**src/rtl/mem_wb_skid_reg_if.sv**
```systemverilog
// MEM/WB handshake bundle: MEM-side entry channel plus WB-side head channel.
// slave = the skid register itself, master = the surrounding pipeline.
interface mem_wb_skid_reg_if #(
    parameter int unsigned XLEN    = 32,
    parameter int unsigned RADDR_W = 5
);
    logic               in_valid;
    logic               in_ready;
    logic [XLEN-1:0]    in_alu_result;
    logic [XLEN-1:0]    in_mem_data;
    logic [XLEN-1:0]    in_pc_plus4;
    logic [RADDR_W-1:0] in_rd;
    logic               in_reg_write;
    logic [1:0]         in_wb_sel;
    logic               out_ready;
    logic               out_valid;
    logic [RADDR_W-1:0] out_rd;
    logic [XLEN-1:0]    out_wb_data;
    logic               out_reg_write;

    modport slave (
        input  in_valid, in_alu_result, in_mem_data, in_pc_plus4,
               in_rd, in_reg_write, in_wb_sel, out_ready,
        output in_ready, out_valid, out_rd, out_wb_data, out_reg_write
    );

    modport master (
        output in_valid, in_alu_result, in_mem_data, in_pc_plus4,
               in_rd, in_reg_write, in_wb_sel, out_ready,
        input  in_ready, out_valid, out_rd, out_wb_data, out_reg_write
    );
endinterface

```
**src/rtl/mem_wb_skid_reg.sv**
```systemverilog
// MEM/WB pipeline register with 2-entry skid buffer, flush, writeback mux and x0 suppression.
// Optional retire counter enabled by defining MEM_WB_RETIRE_CNT_EN.
module mem_wb_skid_reg #(
    parameter int unsigned XLEN    = 32,
    parameter int unsigned RADDR_W = 5,
    parameter int unsigned CNT_W   = 32
) (
    input  logic             clk,
    input  logic             rst_n,
    input  logic             flush,
    mem_wb_skid_reg_if.slave bus
`ifdef MEM_WB_RETIRE_CNT_EN
    ,
    output logic [CNT_W-1:0] retire_cnt
`endif
);

    typedef enum logic [1:0] {
        OCC_EMPTY = 2'd0,
        OCC_HEAD  = 2'd1,
        OCC_BOTH  = 2'd2
    } occ_e;

    occ_e               state;
    occ_e               state_nxt;

    logic [RADDR_W-1:0] h_rd;
    logic [XLEN-1:0]    h_data;
    logic               h_we;
    logic [RADDR_W-1:0] s_rd;
    logic [XLEN-1:0]    s_data;
    logic               s_we;

    logic               h_valid;
    logic               s_valid;
    logic               accept;
    logic               consume;
    logic               load_h;
    logic               load_s;
    logic               shift_s;
    logic [XLEN-1:0]    new_data;
    logic               new_we;

    assign h_valid = (state != OCC_EMPTY);
    assign s_valid = (state == OCC_BOTH);

    assign bus.in_ready = rst_n & ~s_valid & ~flush;
    assign accept       = bus.in_valid & bus.in_ready;
    assign consume      = h_valid & bus.out_ready;

    // Source is resolved at capture time so the output side carries no mux.
    always_comb begin
        new_data = bus.in_alu_result;
        case (bus.in_wb_sel)
            2'b01:   new_data = bus.in_mem_data;
            2'b10:   new_data = bus.in_pc_plus4;
            default: new_data = bus.in_alu_result;
        endcase
    end

    assign new_we = bus.in_reg_write & (bus.in_rd != '0);

    always_ff @(posedge clk) begin
        if (!rst_n) begin
            state <= OCC_EMPTY;
        end else begin
            state <= state_nxt;
        end
    end

    always_comb begin
        state_nxt = state;
        load_h    = 1'b0;
        load_s    = 1'b0;
        shift_s   = 1'b0;
        if (flush) begin
            state_nxt = OCC_EMPTY;
        end else begin
            case (state)
                OCC_EMPTY: begin
                    load_h = accept;
                    if (accept) state_nxt = OCC_HEAD;
                end
                OCC_HEAD: begin
                    if (consume) begin
                        load_h = accept;
                        if (!accept) state_nxt = OCC_EMPTY;
                    end else begin
                        load_s = accept;
                        if (accept) state_nxt = OCC_BOTH;
                    end
                end
                OCC_BOTH: begin
                    shift_s = consume;
                    if (consume) state_nxt = OCC_HEAD;
                end
                default: state_nxt = OCC_EMPTY;
            endcase
        end
    end

    always_ff @(posedge clk) begin
        if (!rst_n) begin
            h_rd   <= '0;
            h_data <= '0;
            h_we   <= 1'b0;
            s_rd   <= '0;
            s_data <= '0;
            s_we   <= 1'b0;
        end else begin
            if (shift_s) begin
                h_rd   <= s_rd;
                h_data <= s_data;
                h_we   <= s_we;
            end else if (load_h) begin
                h_rd   <= bus.in_rd;
                h_data <= new_data;
                h_we   <= new_we;
            end
            if (load_s) begin
                s_rd   <= bus.in_rd;
                s_data <= new_data;
                s_we   <= new_we;
            end
        end
    end

    assign bus.out_valid     = h_valid;
    assign bus.out_rd        = h_rd;
    assign bus.out_wb_data   = h_data;
    assign bus.out_reg_write = h_valid & h_we;

`ifdef MEM_WB_RETIRE_CNT_EN
    always_ff @(posedge clk) begin
        if (!rst_n) begin
            retire_cnt <= '0;
        end else if (consume && !flush) begin
            retire_cnt <= retire_cnt + CNT_W'(1);
        end
    end
`endif

endmodule

```
**src/flat_wrapper.sv**
```systemverilog
// flat-port wrapper written by rule: the top's interface ports become plain ports
module mem_wb_skid_reg_flat 
#(
    parameter int unsigned XLEN    = 32,
    parameter int unsigned RADDR_W = 5,
    parameter int unsigned CNT_W   = 32
)
  (clk, rst_n, flush, bus_in_valid, bus_in_alu_result, bus_in_mem_data, bus_in_pc_plus4, bus_in_rd, bus_in_reg_write, bus_in_wb_sel, bus_out_ready, bus_in_ready, bus_out_valid, bus_out_rd, bus_out_wb_data, bus_out_reg_write);
  mem_wb_skid_reg_if #(.XLEN(XLEN), .RADDR_W(RADDR_W)) bus_i ();
  input  logic clk;
  input  logic rst_n;
  input  logic flush;
  input wire logic [$bits(bus_i.in_valid)-1:0] bus_in_valid;
  input wire logic [$bits(bus_i.in_alu_result)-1:0] bus_in_alu_result;
  input wire logic [$bits(bus_i.in_mem_data)-1:0] bus_in_mem_data;
  input wire logic [$bits(bus_i.in_pc_plus4)-1:0] bus_in_pc_plus4;
  input wire logic [$bits(bus_i.in_rd)-1:0] bus_in_rd;
  input wire logic [$bits(bus_i.in_reg_write)-1:0] bus_in_reg_write;
  input wire logic [$bits(bus_i.in_wb_sel)-1:0] bus_in_wb_sel;
  input wire logic [$bits(bus_i.out_ready)-1:0] bus_out_ready;
  output wire logic [$bits(bus_i.in_ready)-1:0] bus_in_ready;
  output wire logic [$bits(bus_i.out_valid)-1:0] bus_out_valid;
  output wire logic [$bits(bus_i.out_rd)-1:0] bus_out_rd;
  output wire logic [$bits(bus_i.out_wb_data)-1:0] bus_out_wb_data;
  output wire logic [$bits(bus_i.out_reg_write)-1:0] bus_out_reg_write;
  assign bus_i.in_valid = bus_in_valid;
  assign bus_i.in_alu_result = bus_in_alu_result;
  assign bus_i.in_mem_data = bus_in_mem_data;
  assign bus_i.in_pc_plus4 = bus_in_pc_plus4;
  assign bus_i.in_rd = bus_in_rd;
  assign bus_i.in_reg_write = bus_in_reg_write;
  assign bus_i.in_wb_sel = bus_in_wb_sel;
  assign bus_i.out_ready = bus_out_ready;
  assign bus_in_ready = bus_i.in_ready;
  assign bus_out_valid = bus_i.out_valid;
  assign bus_out_rd = bus_i.out_rd;
  assign bus_out_wb_data = bus_i.out_wb_data;
  assign bus_out_reg_write = bus_i.out_reg_write;
  mem_wb_skid_reg #(.XLEN(XLEN), .RADDR_W(RADDR_W), .CNT_W(CNT_W)) u_core (.clk(clk), .rst_n(rst_n), .flush(flush), .bus(bus_i));
endmodule
```
**config.mk**
```make
export PLATFORM = sky130hd
export DESIGN_NAME = mem_wb_skid_reg_flat
export DESIGN_NICKNAME = d
export VERILOG_FILES = /design/src/rtl/mem_wb_skid_reg_if.sv /design/src/rtl/mem_wb_skid_reg.sv /design/src/flat_wrapper.sv
export SDC_FILE = /design/constraint.sdc
export NUM_CORES = 1
export LEC_CHECK = 0
export ABC_AREA = 1
export CAP_MARGIN = 15
export CORE_ASPECT_RATIO = 1.5
export CORE_MARGIN = 3
export CORE_UTILIZATION = 46
export DETAILED_ROUTE_END_ITERATION = 10
export PLACE_DENSITY = 0.81
export SLEW_MARGIN = 15
export SYNTH_ARGS = -nofsm -noshare
export SYNTH_HDL_FRONTEND = slang
export SYNTH_SLANG_ARGS = --single-unit
```
**constraint.sdc**
```tcl
create_clock -name clk -period 2.2 [get_ports clk]
set_input_delay 0.66 -clock clk [delete_from_list [all_inputs] [get_ports clk]]
set_output_delay 0.66 -clock clk [all_outputs]
set_load 0.05 [all_outputs]
```
## Word-level counts from Yosys, hierarchy flattened

Index checks and enable logic that the tools add are counted.

| storage, ports and cells | value |
|---|---|
| input port bits | 109 |
| RAM bits | 0 |
| register bits after elaboration | 78 |
| latch bits | 0 |
| memory bits (read-only) | 0 |
| logic and storage cells | 51 |
| memories | 0 |

| operators by class | value |
|---|---|
| magnitude comparators | 0 |
| bitwise logic cells | 9 |
| muxes and demuxes | 21 |
| div/mod/pow operators | 0 |
| shifts and indexed selects | 0 |
| equal/unequal tests | 8 |
| add/subtract/negate cells | 0 |
| multipliers | 0 |
| reduce and logical (&&, ||, !) cells | 6 |

Operators with widths:

| operator | count |
|---|---|
| 32-bit 2-to-1 mux | 2 |
| 32-bit case mux with 2 select lines | 1 |
| 2-bit 2-to-1 mux | 5 |
| 5-bit 2-to-1 mux | 2 |
| 1-bit 2-to-1 mux | 9 |
| 1-bit bitwise AND | 6 |
| 2-bit case mux with 3 select lines | 1 |
| 5-bit nonzero test | 1 |
| 2-bit by 1-bit equality test with 1-bit output, second input constant | 2 |
| 2-bit equality test, second input constant | 2 |
| 4-bit AND reduction | 1 |
| 2-bit nonzero test | 2 |
| 3-bit by 1-bit != test with 1-bit output, second input constant | 1 |
| 3-bit != test, second input constant | 1 |
| 1-bit NOT | 3 |
| 2-bit logical NOT | 1 |
| 2-bit by 1-bit != test with 1-bit output, second input constant | 1 |
| 2-bit != test, second input constant | 1 |
| 1-bit case mux with 2 select lines | 1 |
| 2-bit OR reduction | 1 |

## Logic depth before layout (Yosys ltp)

| depth | value |
|---|---|
| depth in word-level cells | 10 |
| gate-level depth with buffers | 10 |
| mapped depth without buffers | 8 |

## Worst setup path after synthesis

Ideal clock, no wire load.

| path | value |
|---|---|
| path type | input to register |
| start | in bus_in_wb_sel[0] |
| end | reg u_core.h_data[21] (netlist: u_core.bus.out_wb_data[21]) |
| stages on the path | 9 |
| setup slack | 0.276 ns |
| path buffers | 1 |
| library setup time | 0.113 ns |
| arrival time | 1.811 ns |
| path through | inv_1 > ha_1 > clkinv_1 > clkbuf_1 > or2_2 > nand3_1 > nand2_1 > nor2_1 > nor2_1 |

| between the ends | value |
|---|---|
| longest elaborated chain between the ends | 4 |

Ends and longest elaborated chain:

| what | RTL line | text |
|---|---|---|
| from (decl) | flat_wrapper.sv:19 | `input wire logic [$bits(bus_i.in_wb_sel)-1:0] bus_in_wb_sel;` |
| 2-bit equality test or 2-bit by 1-bit equality test with 1-bit output (tied branches) | mem_wb_skid_reg.sv:54 | `case (bus.in_wb_sel)` |
| 32-bit case mux with 2 select lines * | mem_wb_skid_reg.sv:54 |  |
| 32-bit 2-to-1 mux * | mem_wb_skid_reg.sv:115 | `end else if (load_h) begin` |
| 32-bit 2-to-1 mux * | mem_wb_skid_reg.sv:111 | `if (shift_s) begin` |
| to (signal assigned) | mem_wb_skid_reg.sv:113 | `h_data <= s_data;` |
| to (signal assigned) | mem_wb_skid_reg.sv:117 | `h_data <= new_data;` |
| to (decl) | mem_wb_skid_reg.sv:28 | `logic [XLEN-1:0] h_data;` |

Every way passes the cells marked *; elsewhere a longest branch is shown, timed or not. The select of a mux whose other input is x is not followed.
A chain may end at the register's enable or synchronous reset.

## Final worst setup path

| path | value |
|---|---|
| start | reg u_core.h_data[27] (netlist: u_core.bus.out_wb_data[27]) |
| end | out bus_out_wb_data[27] |

RTL lines:

| what | RTL line | text |
|---|---|---|
| to (decl) | flat_wrapper.sv:24 | `output wire logic [$bits(bus_i.out_wb_data)-1:0] bus_out_wb_data;` |

No word-level cell between the ends.

==> flow_metrics.tcl <==
set metrics [dict create \
    synth.distinct_cells 21 \
    antenna_found_initial 1 \
    critPathMaxStageDelay_ns 0.82 \
    syn_nets 830 \
    clockRootBuffer "clkbuf_16" \
    fp.dieH_um 125 \
    drc 0 \
    path_buf_inv 1 \
    drive_above_1_share_pct 10.5 \
    die_area_um2 10700 \
    post_dp_cell_area_um2 5970 \
    dr.pass1.iters 5 \
    synth.ff_latch_count 78 \
    wl_mm 14.0 \
    max_slew_margin_pct 52.3 \
    clock_sinks 78 \
    synth_edf_count 0 \
    cts.clk_slew.worst_paths_ns 0.05 \
    worstPathRequired_ns 1.54 \
    gp_congestion 0.835 \
    status "finished clean" \
    grt_pass1_vias 4918 \
    mostFrequentLayoutCell "nand2_1" \
    maxCapViolations 0 \
    wl_per_cell_um 14.5 \
    postLayoutCellArea_um2 6310 \
    grt_first_pass_wirelength_mm 22.4 \
    io_pins 149 \
    crit_type "reg2out" \
    rsz0062_at_grt "no" \
    max_freq_mhz 460 \
    cp-start-kind "register" \
    cts_buffers 9 \
    core_region_area_um2 9250 \
    final_max_slew_viol_count 0 \
    vdd_drop_max_v 0.000523 \
    syn_to_final_growth_pct 44.3 \
    post-route-period-util_pct 98.8 \
    ys.flop_type "dfxtp_1" \
    drtIter0Drc 345 \
    viasPerCell 5.19 \
    postRouteAntennaNets 0 \
    layout_common_cells "nand2_1, clkdlybuf4s50_1, nor2_1, nand3_1, dfxtp_1" \
    critPathCaptureType "output port" \
    die_w_um 85.6 \
    finClkSkew_ns 0.00365 \
    cts_setup_buffers 0 \
    cts_hold_buf 0 \
    grt_max_degree 76 \
    worst_slew_pin_slew_ns 0.715 \
    vias 5025 \
    post-dp-hpwl_mm 9.53 \
    final_net_count 964 \
    ys_warn_count 0 \
    final-setup-viol-count 0 \
    hp-class "reg2reg" \
    nFillCells 786 \
    crit_chain "clkdlybuf4s50_1" \
    io_buffers 148 \
    crit_arrival_ns 1.51 \
    cts_tree "built" \
    tns_ns 0 \
    syn_inst 719 \
    rows 43 \
    netlist_area_um2 4370 \
    grt_remaining_overflow 0 \
    final_hold_viol_count 0 \
    ys_seq_area_share_pct 35.7 \
    clockBufferDepth 2 \
    cpLargestDelayFamily "buffers and inverters" \
    crit_fanout 2 \
    clock_latency_ns 0.34 \
    p_leak_nw 3.03 \
    min_period_ns 2.17 \
    fin_util_pct 68.2 \
    synth-async-reset-ratio_pct 0 \
    power.density_nw_per_um2 576 \
    cp_slowest_cell "clkdlybuf4s50_1" \
    finalPower_mw 3.64 \
    htree_levels 3 \
    syn_area_per_cell_um2 6.08 \
    initial_core_util_pct 47.3 \
    track_usage_pct 25.8 \
]
logic make-up (layout without fill, tap and decap cells):
kind of cell | count (synthesis) | count (layout) | synth area share, %
flops | 78 | 78 | 35.7
simple gates | 463 | 464 | 44.9
other cells | 0 | 1 | 0
buf+inv | 102 | 238 | 10.4
fa+ha+maj | 2 | 2 | 0.572
compound gates | 74 | 74 | 8.47
what timing repair did:
action	CTS	global route
pin swaps	1	1
gates cloned	0	2
setup endpoints to repair	2	49
gates resized for setup	2	9
worst paths after layout:
| kind | startpoint | endpoint | slack [ns] | depth (start not counted) |
|---|---|---|---|---|
| setup reg to reg | u_core.state[0]$_SDFFE_PP0P_ | u_core.bus.out_wb_data[30]$_SDFFE_PN0P_ | 0.51 | 7 |
| hold reg to reg | u_core.s_we$_SDFFE_PN0P_ | u_core.s_we$_SDFFE_PN0P_ | 0.48 | 2 |
| setup / recovery | u_core.bus.out_wb_data[27]$_SDFFE_PN0P_ | bus_out_wb_data[27] | 0.03 | 1 |
| hold / removal | u_core.s_we$_SDFFE_PN0P_ | u_core.s_we$_SDFFE_PN0P_ | 0.48 | 2 |
area by class of cell:
class	instances	area, um2	share of cell area [%]
Multi-Input combinational cell	540	2390	37.9
Timing Repair Buffer	170	1740	27.5
Sequential cell	78	1560	24.7
Clock buffer	13	270	4.28
Inverter	54	205	3.25
Tap cell	112	140	2.22
Clock inverter	1	5.00	0.0793
Antenna cell	1	2.50	0.0396
metrics by stage:
| step | std cells | setup slack [ns] | hold slack [ns] |
|---|---|---|---|
| finish | 969 | 0.0262 | 0.482 |
| global route | 969 | 0.00109 | 0.500 |
| CTS | 966 | 0.00593 | 0.477 |
| detailed placement | 952 | -0.353 | 0.468 |
| global placement | 952 | -0.310 | 0.448 |
| floorplan | 719 | 0.276 | 0.439 |
flip-flops by register name, summed over array words and instances (netlist names):
name and cells:
u_core.bus.out_rd 5, u_core.bus.out_wb_data 32, u_core.h_we 1, u_core.s_data 32, u_core.s_rd 5, u_core.s_we 1, u_core.state 2
layer usage:
metal  GRT usage [%]  vias up  share of wire (%)
met1            27.1     2292                 37
li1                -     2524                  -
met4            14.0        0                3.2
met5               0        -                  0
met3            2.90       31                4.8
met2            48.7      178                 55
report_power, final:
| group | internal [mW] | leakage [nW] | switching, mW |
|---|---|---|---|
| sequential | 1.45 | 0.631 | 0.0193 |
| clock | 0.842 | 0.138 | 0.548 |
| combinational | 0.384 | 2.26 | 0.400 |
Yosys cell counts (7+ instances only):
library cell  instances  area [um2]
a21oi_1              35         175
buf_2                 7        35.0
buf_4                 8        60.1
clkbuf_1             27         101
dfxtp_1              78        1560
inv_1                49         184
nand2_1             192         721
nand3_1             106         531
nor2_1              128         480
o21ai_0              20         100
o21ai_1              19        95.1
or2_2                32         200
Power figures use the tool's default switching activity.
